## config.mk

```make
export PLATFORM = sky130hd
export DESIGN_NAME = maze_carver_dfs
export DESIGN_NICKNAME = d
export VERILOG_FILES = /design/src/rtl/maze_carver_dfs.sv
export SDC_FILE = /design/constraint.sdc
export NUM_CORES = 2
export LEC_CHECK = 0
export BUFFER_PORTS_ARGS = -buffer_cell sky130_fd_sc_hd__buf_2
export CAP_MARGIN = 5
export CORE_MARGIN = 2
export CORE_UTILIZATION = 45
export CTS_BUF_LIST = sky130_fd_sc_hd__clkbuf_16
export DETAILED_ROUTE_END_ITERATION = 7
export PLACE_DENSITY_LB_ADDON = 0.1
export REMOVE_ABC_BUFFERS = 1
export SYNTH_ARGS = -nofsm -noshare
export SYNTH_HDL_FRONTEND = slang
export SYNTH_SLANG_ARGS = --single-unit
```

## constraint.sdc

```tcl
create_clock -name clk -period 11.1 [get_ports clk]
set_clock_uncertainty 0.05 [all_clocks]
set_input_delay 1.665 -clock clk [delete_from_list [all_inputs] [get_ports clk]]
set_output_delay 1.665 -clock clk [all_outputs]
set_load 0.005 [all_outputs]
```

## src/rtl/maze_carver_dfs.sv

```systemverilog
// rtl/maze_carver_dfs.sv - randomized DFS perfect-maze carver; optional step/depth stats via MAZE_CARVER_DFS_STATS_EN
module maze_carver_dfs #(
    parameter int          MAZE_W  = 16,
    parameter int          MAZE_H  = 16,
    parameter int          START_X = 1,
    parameter int          START_Y = 1,
    parameter logic [15:0] SEED    = 16'hACE1
) (
    input  logic                     clk,
    input  logic                     rst_n,
    input  logic                     start,
    output logic                     busy,
    output logic                     done,
    output logic [MAZE_W*MAZE_H-1:0] maze_data
`ifdef MAZE_CARVER_DFS_STATS_EN
    ,
    output logic [15:0]              step_count,
    output logic [15:0]              max_depth
`endif
);
    localparam int N_CELLS = MAZE_W * MAZE_H;
    localparam int ROOMS   = ((MAZE_W - 1) / 2) * ((MAZE_H - 1) / 2);
    localparam int AW      = $clog2(N_CELLS);
    localparam int SPW     = $clog2(ROOMS);
    // Largest coordinate from which a +2 jump still lands inside the border.
    localparam logic [6:0] X_HI = 7'(MAZE_W - 4);
    localparam logic [6:0] Y_HI = 7'(MAZE_H - 4);

    typedef enum logic [2:0] {S_IDLE, S_CLEAR, S_CHECK, S_STEP, S_POP, S_DONE} state_t;

    state_t         state, state_next;
    logic           accept;
    logic [15:0]    lfsr;
    logic [SPW-1:0] sp;
    logic [6:0]     cur_x, cur_y;
    logic [1:0]     dir_q, dir_sel, probe;
    logic           found;
    logic [3:0]     cand;
    logic [6:0]     tgt_x [4];
    logic [6:0]     tgt_y [4];
    logic [6:0]     step_x, step_y;
    logic [7:0]     sum_x, sum_y;
    logic [13:0]    stack [ROOMS];
    logic [13:0]    pop_entry;

    function automatic logic [AW-1:0] cell_idx(input logic [6:0] x, input logic [6:0] y);
        int t;
        t = int'(x) + MAZE_W * int'(y);
        return AW'(t);
    endfunction

    // Neighbour targets; an out-of-bounds direction points back at cur so its index stays legal.
    always_comb begin
        tgt_x[0] = cur_x;
        tgt_y[0] = (cur_y >= 7'd3) ? cur_y - 7'd2 : cur_y;
        tgt_x[1] = (cur_x <= X_HI) ? cur_x + 7'd2 : cur_x;
        tgt_y[1] = cur_y;
        tgt_x[2] = cur_x;
        tgt_y[2] = (cur_y <= Y_HI) ? cur_y + 7'd2 : cur_y;
        tgt_x[3] = (cur_x >= 7'd3) ? cur_x - 7'd2 : cur_x;
        tgt_y[3] = cur_y;
        cand[0]  = (cur_y >= 7'd3) && !maze_data[cell_idx(tgt_x[0], tgt_y[0])];
        cand[1]  = (cur_x <= X_HI) && !maze_data[cell_idx(tgt_x[1], tgt_y[1])];
        cand[2]  = (cur_y <= Y_HI) && !maze_data[cell_idx(tgt_x[2], tgt_y[2])];
        cand[3]  = (cur_x >= 7'd3) && !maze_data[cell_idx(tgt_x[3], tgt_y[3])];
    end

    // Random direction pick: start at LFSR[1:0], rotate N->E->S->W to the first open candidate.
    always_comb begin
        dir_sel = lfsr[1:0];
        probe   = lfsr[1:0];
        found   = 1'b0;
        for (int i = 0; i < 4; i++) begin
            probe = lfsr[1:0] + 2'(i);
            if (!found && cand[probe]) begin
                dir_sel = probe;
                found   = 1'b1;
            end
        end
    end

    // Jump target latched in CHECK, and the wall cell halfway to it.
    always_comb begin
        step_x    = tgt_x[dir_q];
        step_y    = tgt_y[dir_q];
        sum_x     = {1'b0, cur_x} + {1'b0, step_x};
        sum_y     = {1'b0, cur_y} + {1'b0, step_y};
        pop_entry = stack[sp - SPW'(1)];
    end

    // Next-state logic; start is honoured only when no run is in flight.
    always_comb begin
        state_next = state;
        accept     = 1'b0;
        case (state)
            S_IDLE, S_DONE: begin
                if (start) begin
                    accept     = 1'b1;
                    state_next = S_CLEAR;
                end
            end
            S_CLEAR: state_next = S_CHECK;
            S_CHECK: begin
                if (cand != 4'd0)   state_next = S_STEP;
                else if (sp == '0)  state_next = S_DONE;
                else                state_next = S_POP;
            end
            S_STEP:  state_next = S_CHECK;
            S_POP:   state_next = S_CHECK;
            default: state_next = S_IDLE;
        endcase
    end

    // State register.
    always_ff @(posedge clk or negedge rst_n) begin
        if (!rst_n) state <= S_IDLE;
        else        state <= state_next;
    end

    // Backtrack stack holds plain data, so it needs no reset.
    always_ff @(posedge clk) begin
        if (state == S_STEP) stack[sp] <= {cur_x, cur_y};
    end

    // Datapath: free-running LFSR, maze bitmap, cursor, stack pointer and handshake flags.
    always_ff @(posedge clk or negedge rst_n) begin
        if (!rst_n) begin
            lfsr       <= SEED;
            busy       <= 1'b0;
            done       <= 1'b0;
            maze_data  <= '0;
            sp         <= '0;
            cur_x      <= 7'(START_X);
            cur_y      <= 7'(START_Y);
            dir_q      <= 2'd0;
`ifdef MAZE_CARVER_DFS_STATS_EN
            step_count <= 16'd0;
            max_depth  <= 16'd0;
`endif
        end else begin
            lfsr <= {1'b0, lfsr[15:1]} ^ (lfsr[0] ? 16'hB400 : 16'h0000);
            done <= 1'b0;
            case (state)
                S_IDLE, S_DONE: begin
                    if (accept) begin
                        maze_data  <= '0;
                        sp         <= '0;
                        cur_x      <= 7'(START_X);
                        cur_y      <= 7'(START_Y);
                        busy       <= 1'b1;
`ifdef MAZE_CARVER_DFS_STATS_EN
                        step_count <= 16'd0;
                        max_depth  <= 16'd0;
`endif
                    end
                end
                S_CLEAR: maze_data[cell_idx(cur_x, cur_y)] <= 1'b1;
                S_CHECK: begin
                    dir_q <= dir_sel;
                    if (state_next == S_DONE) begin
                        busy <= 1'b0;
                        done <= 1'b1;
                    end
                end
                S_STEP: begin
                    sp <= sp + SPW'(1);
                    maze_data[cell_idx(sum_x[7:1], sum_y[7:1])] <= 1'b1;
                    maze_data[cell_idx(step_x, step_y)]         <= 1'b1;
                    cur_x <= step_x;
                    cur_y <= step_y;
`ifdef MAZE_CARVER_DFS_STATS_EN
                    step_count <= step_count + 16'd1;
                    if (16'(sp) + 16'd1 > max_depth) max_depth <= 16'(sp) + 16'd1;
`endif
                end
                S_POP: begin
                    sp    <= sp - SPW'(1);
                    cur_x <= pop_entry[13:7];
                    cur_y <= pop_entry[6:0];
                end
                default: ;
            endcase
        end
    end
endmodule
```

==> impl_metrics.csv <==
group,metric,value,unit
run_status,outcome,"complete, but fails checks",
clock_tree,clock_latency,0.73,ns
grt,overflow,0,
timing,worst_slack,2.61,ns
logic_synthesis,synth_compound_area_share,17.0,%
setup_path,critPathCaptureType,"register",
layout,final_area,59400,um^2
logic_synthesis,synth_xor_area_share,0.878,%
detailed_routing,vias,43699,
layout,multi_input_area,23500,um^2
detailed_routing,drt_wl_total,221,mm
timing,rsz0062_at_grt,"false",
setup_path,ff2ff_setup_slack,2.61,ns
setup_path,critPathLaunchType,"register",
timing,setup_viol,0,
run_status,failed_checks,"capacitance limit",
grt,grt_max_degree,194,
die,core_area,117000,um^2
logic_synthesis,synthCells,4520,
clock_tree,clock_path_buffers,3,
worst_hold_path,holdPathStages,0,
detailed_routing,antenna_left,0,
setup_path,startpoint,"cur_x[1]",
layout,syn2layout_area_growth,12.1,%
timing,tightest_slew,1.43,ns
clock_tree,clk_pin_slew,0.06,ns
power,p_per_area,361,nW/um^2
logic_synthesis,yosys_warnings,0,
logic_synthesis,synth.top_cells.by_area,"edfxtp_1 39%, dfrtp_1 14%, mux4_2 12%, a21oi_1 5.6%, nor2_1 4.5%",
setup_path,reg2reg_from,"cur_x[1]",
timing,hold_viol,0,
power,p_sw_share,52.3,%
setup_path,cp_max_fo,57,
detailed_routing,remaining_drc_errors,0,
detailed_routing,drt_pass1_iterations,7,
detailed_routing,met1Wirelength,83.8,mm
layout,fill_cells,10158,
clock_tree,hold_buffers,0,
detailed_routing,drt_first_iter_violations,6505,
detailed_routing,route.met2.wl,96.0,mm
timing,finalMaxSlewViolations,0,
detailed_routing,dr.max_layer_used,"met5",
die,fp.dieW,347,um
setup_path,r2r_end,"maze_data[10]",
clock_tree,clock_tree.root_cell,"clkbuf_16",
layout,fin_util,51.0,%
clock_tree,cts_buffers,108,
grt,grt_pass1_wl,312,mm
die,die-height,347,um
clock_tree,cts_tree,"yes",
logic_synthesis,synth.distinct_cells,100,
place,io_buffers,260,
clock_tree,htreeDepth,3,
logic_synthesis,synth_edf_count,686,
setup_path,critPathKind,"register to register",
logic_synthesis,post_synth.cell_area_avg,11.7,um^2
detailed_routing,wl_met3,25.7,mm
timing,period_needed,8.49,ns
setup_path,cp_data_arrival_time,9.03,ns
timing,slew_headroom,4.66,%
grt,grt_use_total,36.0,%
timing,fin_crit_sh,76.4,%
layout,layout-drive-gt1-share,20.6,%
logic_synthesis,synth_top_area_share,38.9,%
setup_path,endpoint,"maze_data[10]",
logic_synthesis,ys.flop_type,"edfxtp_1",
logic_synthesis,yosys.area_share.simple,9.08,%
logic_synthesis,synthMuxAreaShare,15.5,%
power,comb_power_share,60.5,%
place,dpl_worst_slack,3.02,ns
place,place.gp.congestion,1.04,
layout,seq_area,28100,um^2
grt,antenna_found_initial,10,
logic_synthesis,ys_seq_elements,985,
logic_synthesis,synth_top_family_by_area,"compound AO/OA/AOI/OAI gates",
place,dpl.hpwl,136,mm
timing,clock.fmax,118,MHz
logic_synthesis,syn_area,53000,um^2
job,maxCapViolCount,1,
power,ir_drop,577,uV
logic_synthesis,async_flop_share,30.4,%
die,dieArea,121000,um^2
setup_path,rr_worst_depth,24,
logic_synthesis,yosysTopAreaCell,"edfxtp_1",
detailed_routing,wl_per_cell,35.2,um
clock_tree,ctsResizeCount,0,
power,internal_power,10.2,mW
layout,nNetsFinal,4697,
clock_tree,cts.sinks,985,
power,p_sw,11.2,mW
die,initial_core_util,45.5,%
power,p_leak,22.2,nW
setup_path,cp.required,11.64,ns
power,p_seq_share,23.0,%
clock_tree,cts_setup_buffers,0,
detailed_routing,viasPerCell,6.97,
place,placed_area,56000,um^2
die,rows,125,
logic_synthesis,synth_fa_ha_area_share,1.19,%
logic_synthesis,ys_seq_area_share,53.0,%
worst_hold_path,hp-class,"register to register",
grt,grt_pass1_vias,41194,
power,clkPwrFrac,16.5,%
die,io_pins,261,
[worst max-delay path: stages (launching register included)]
cell,delay [ns]
dfrtp_4,0.91
buf_4,0.53
o21ai_1,0.34
a31oi_1,0.30
o21ai_0,0.14
xnor2_1,0.85
inv_2,0.33
ha_1,0.38
a21o_1,0.18
a21oi_1,0.28
o21bai_1,0.10
a21oi_1,0.22
nor2b_1,0.07
o21ai_0,0.16
nand2b_1,0.08
ha_1,0.36
a21oi_1,0.20
a21boi_0,0.40
or3_1,0.34
nand4_1,1.13
nor2_1,0.39
o31ai_1,0.12
o21ai_0,0.12
a21oi_1,0.10
a21oi_1,0.20
[cells by family after synthesis]
group | Yosys count
adder cells (fa/ha/maj) | 45
AO/OA/AOI/OAI | 1483
multiplexers | 459
buffers and inverters | 404
flip-flops | 985
AND/OR/NAND/NOR | 1094
XOR/XNOR | 50
[how the worst min path moves through the flow]
stage | to | from | slack [ns]
floorplan | lfsr[1] | lfsr[2] | 0.28
global placement | lfsr[11] | lfsr[12] | 0.29
detailed placement | lfsr[7] | lfsr[8] | 0.29
CTS | lfsr[11] | lfsr[12] | 0.30
global route | lfsr[11] | lfsr[12] | 0.31
finish | lfsr[11] | lfsr[12] | 0.30
[per-layer routing]
layer	GRT usage (%)	vias up
li1	-	17841
met2	52.0	3023
met4	22.2	14
met3	10.7	784
met1	47.8	22037
met5	0	-
[power groups by stage]
stage,Combinational (mW),Sequential (mW),Clock [mW]
2_1_floorplan,7.25,5.24,0
3_3_place_gp,12.4,4.99,0
3_5_place_dp,12.5,4.99,0
4_1_cts,12.5,4.92,3.59
5_1_grt,13.3,4.97,3.72
6_report,13.0,4.93,3.55
[layout by cell type, fill, tap and decap left out, types with 109 or more instances in the layout]
cell / Yosys / layout
a21oi_1: 590 / 590
buf_2: 65 / 259
buf_4: 17 / 129
clkbuf_16: 0 / 109
dfrtp_1: 289 / 279
edfxtp_1: 686 / 686
mux2i_1: 130 / 130
mux4_2: 283 / 283
nand2_1: 160 / 153
nor2_1: 632 / 612
o21ai_0: 323 / 323
o31ai_1: 260 / 260
[through the flow]
stage	std cells	total power, mW	setup TNS, ns	hold WS (ns)
2_1_floorplan	4146	12.5	-27.02	0.281
3_3_place_gp	6063	17.4	0	0.287
3_5_place_dp	6063	17.5	0	0.288
4_1_cts	6264	21.0	0	0.301
5_1_grt	6267	22.0	0	0.309
6_report	6271	21.5	0	0.300
[cell type report]
class	count	area share, %
sequential	985	47.3
multi-input combinational	3131	39.5
clock buffer	109	4.59
timing repair buffer	393	3.97
tap	1524	3.21
clock inverter	92	1.21
inverter	30	0.190
antenna	7	0.0295
[flip-flops by register name, indices dropped and copies added (netlist names)]
signal	flops
stack	686
sp	6
cur_x	7
cur_y	7
lfsr	16
busy	1
done	1
state	3
maze_data	256
dir_q	2
[cell usage after synthesis, types with 28 or more instances]
library cell,count
mux2_2,41
nand4_1,28
buf_1,29
a21oi_1,590
nor3_1,39
o21ai_0,323
clkbuf_1,254
o211ai_1,31
xnor2_1,32
a211oi_1,40
nand3_1,80
nand2_1,160
mux2i_1,130
dfrtp_1,289
edfxtp_1,686
nor2b_1,32
nor2_1,632
buf_2,65
ha_1,36
o31ai_1,260
mux4_2,283
No activity file was read; power rests on OpenSTA's default activity.
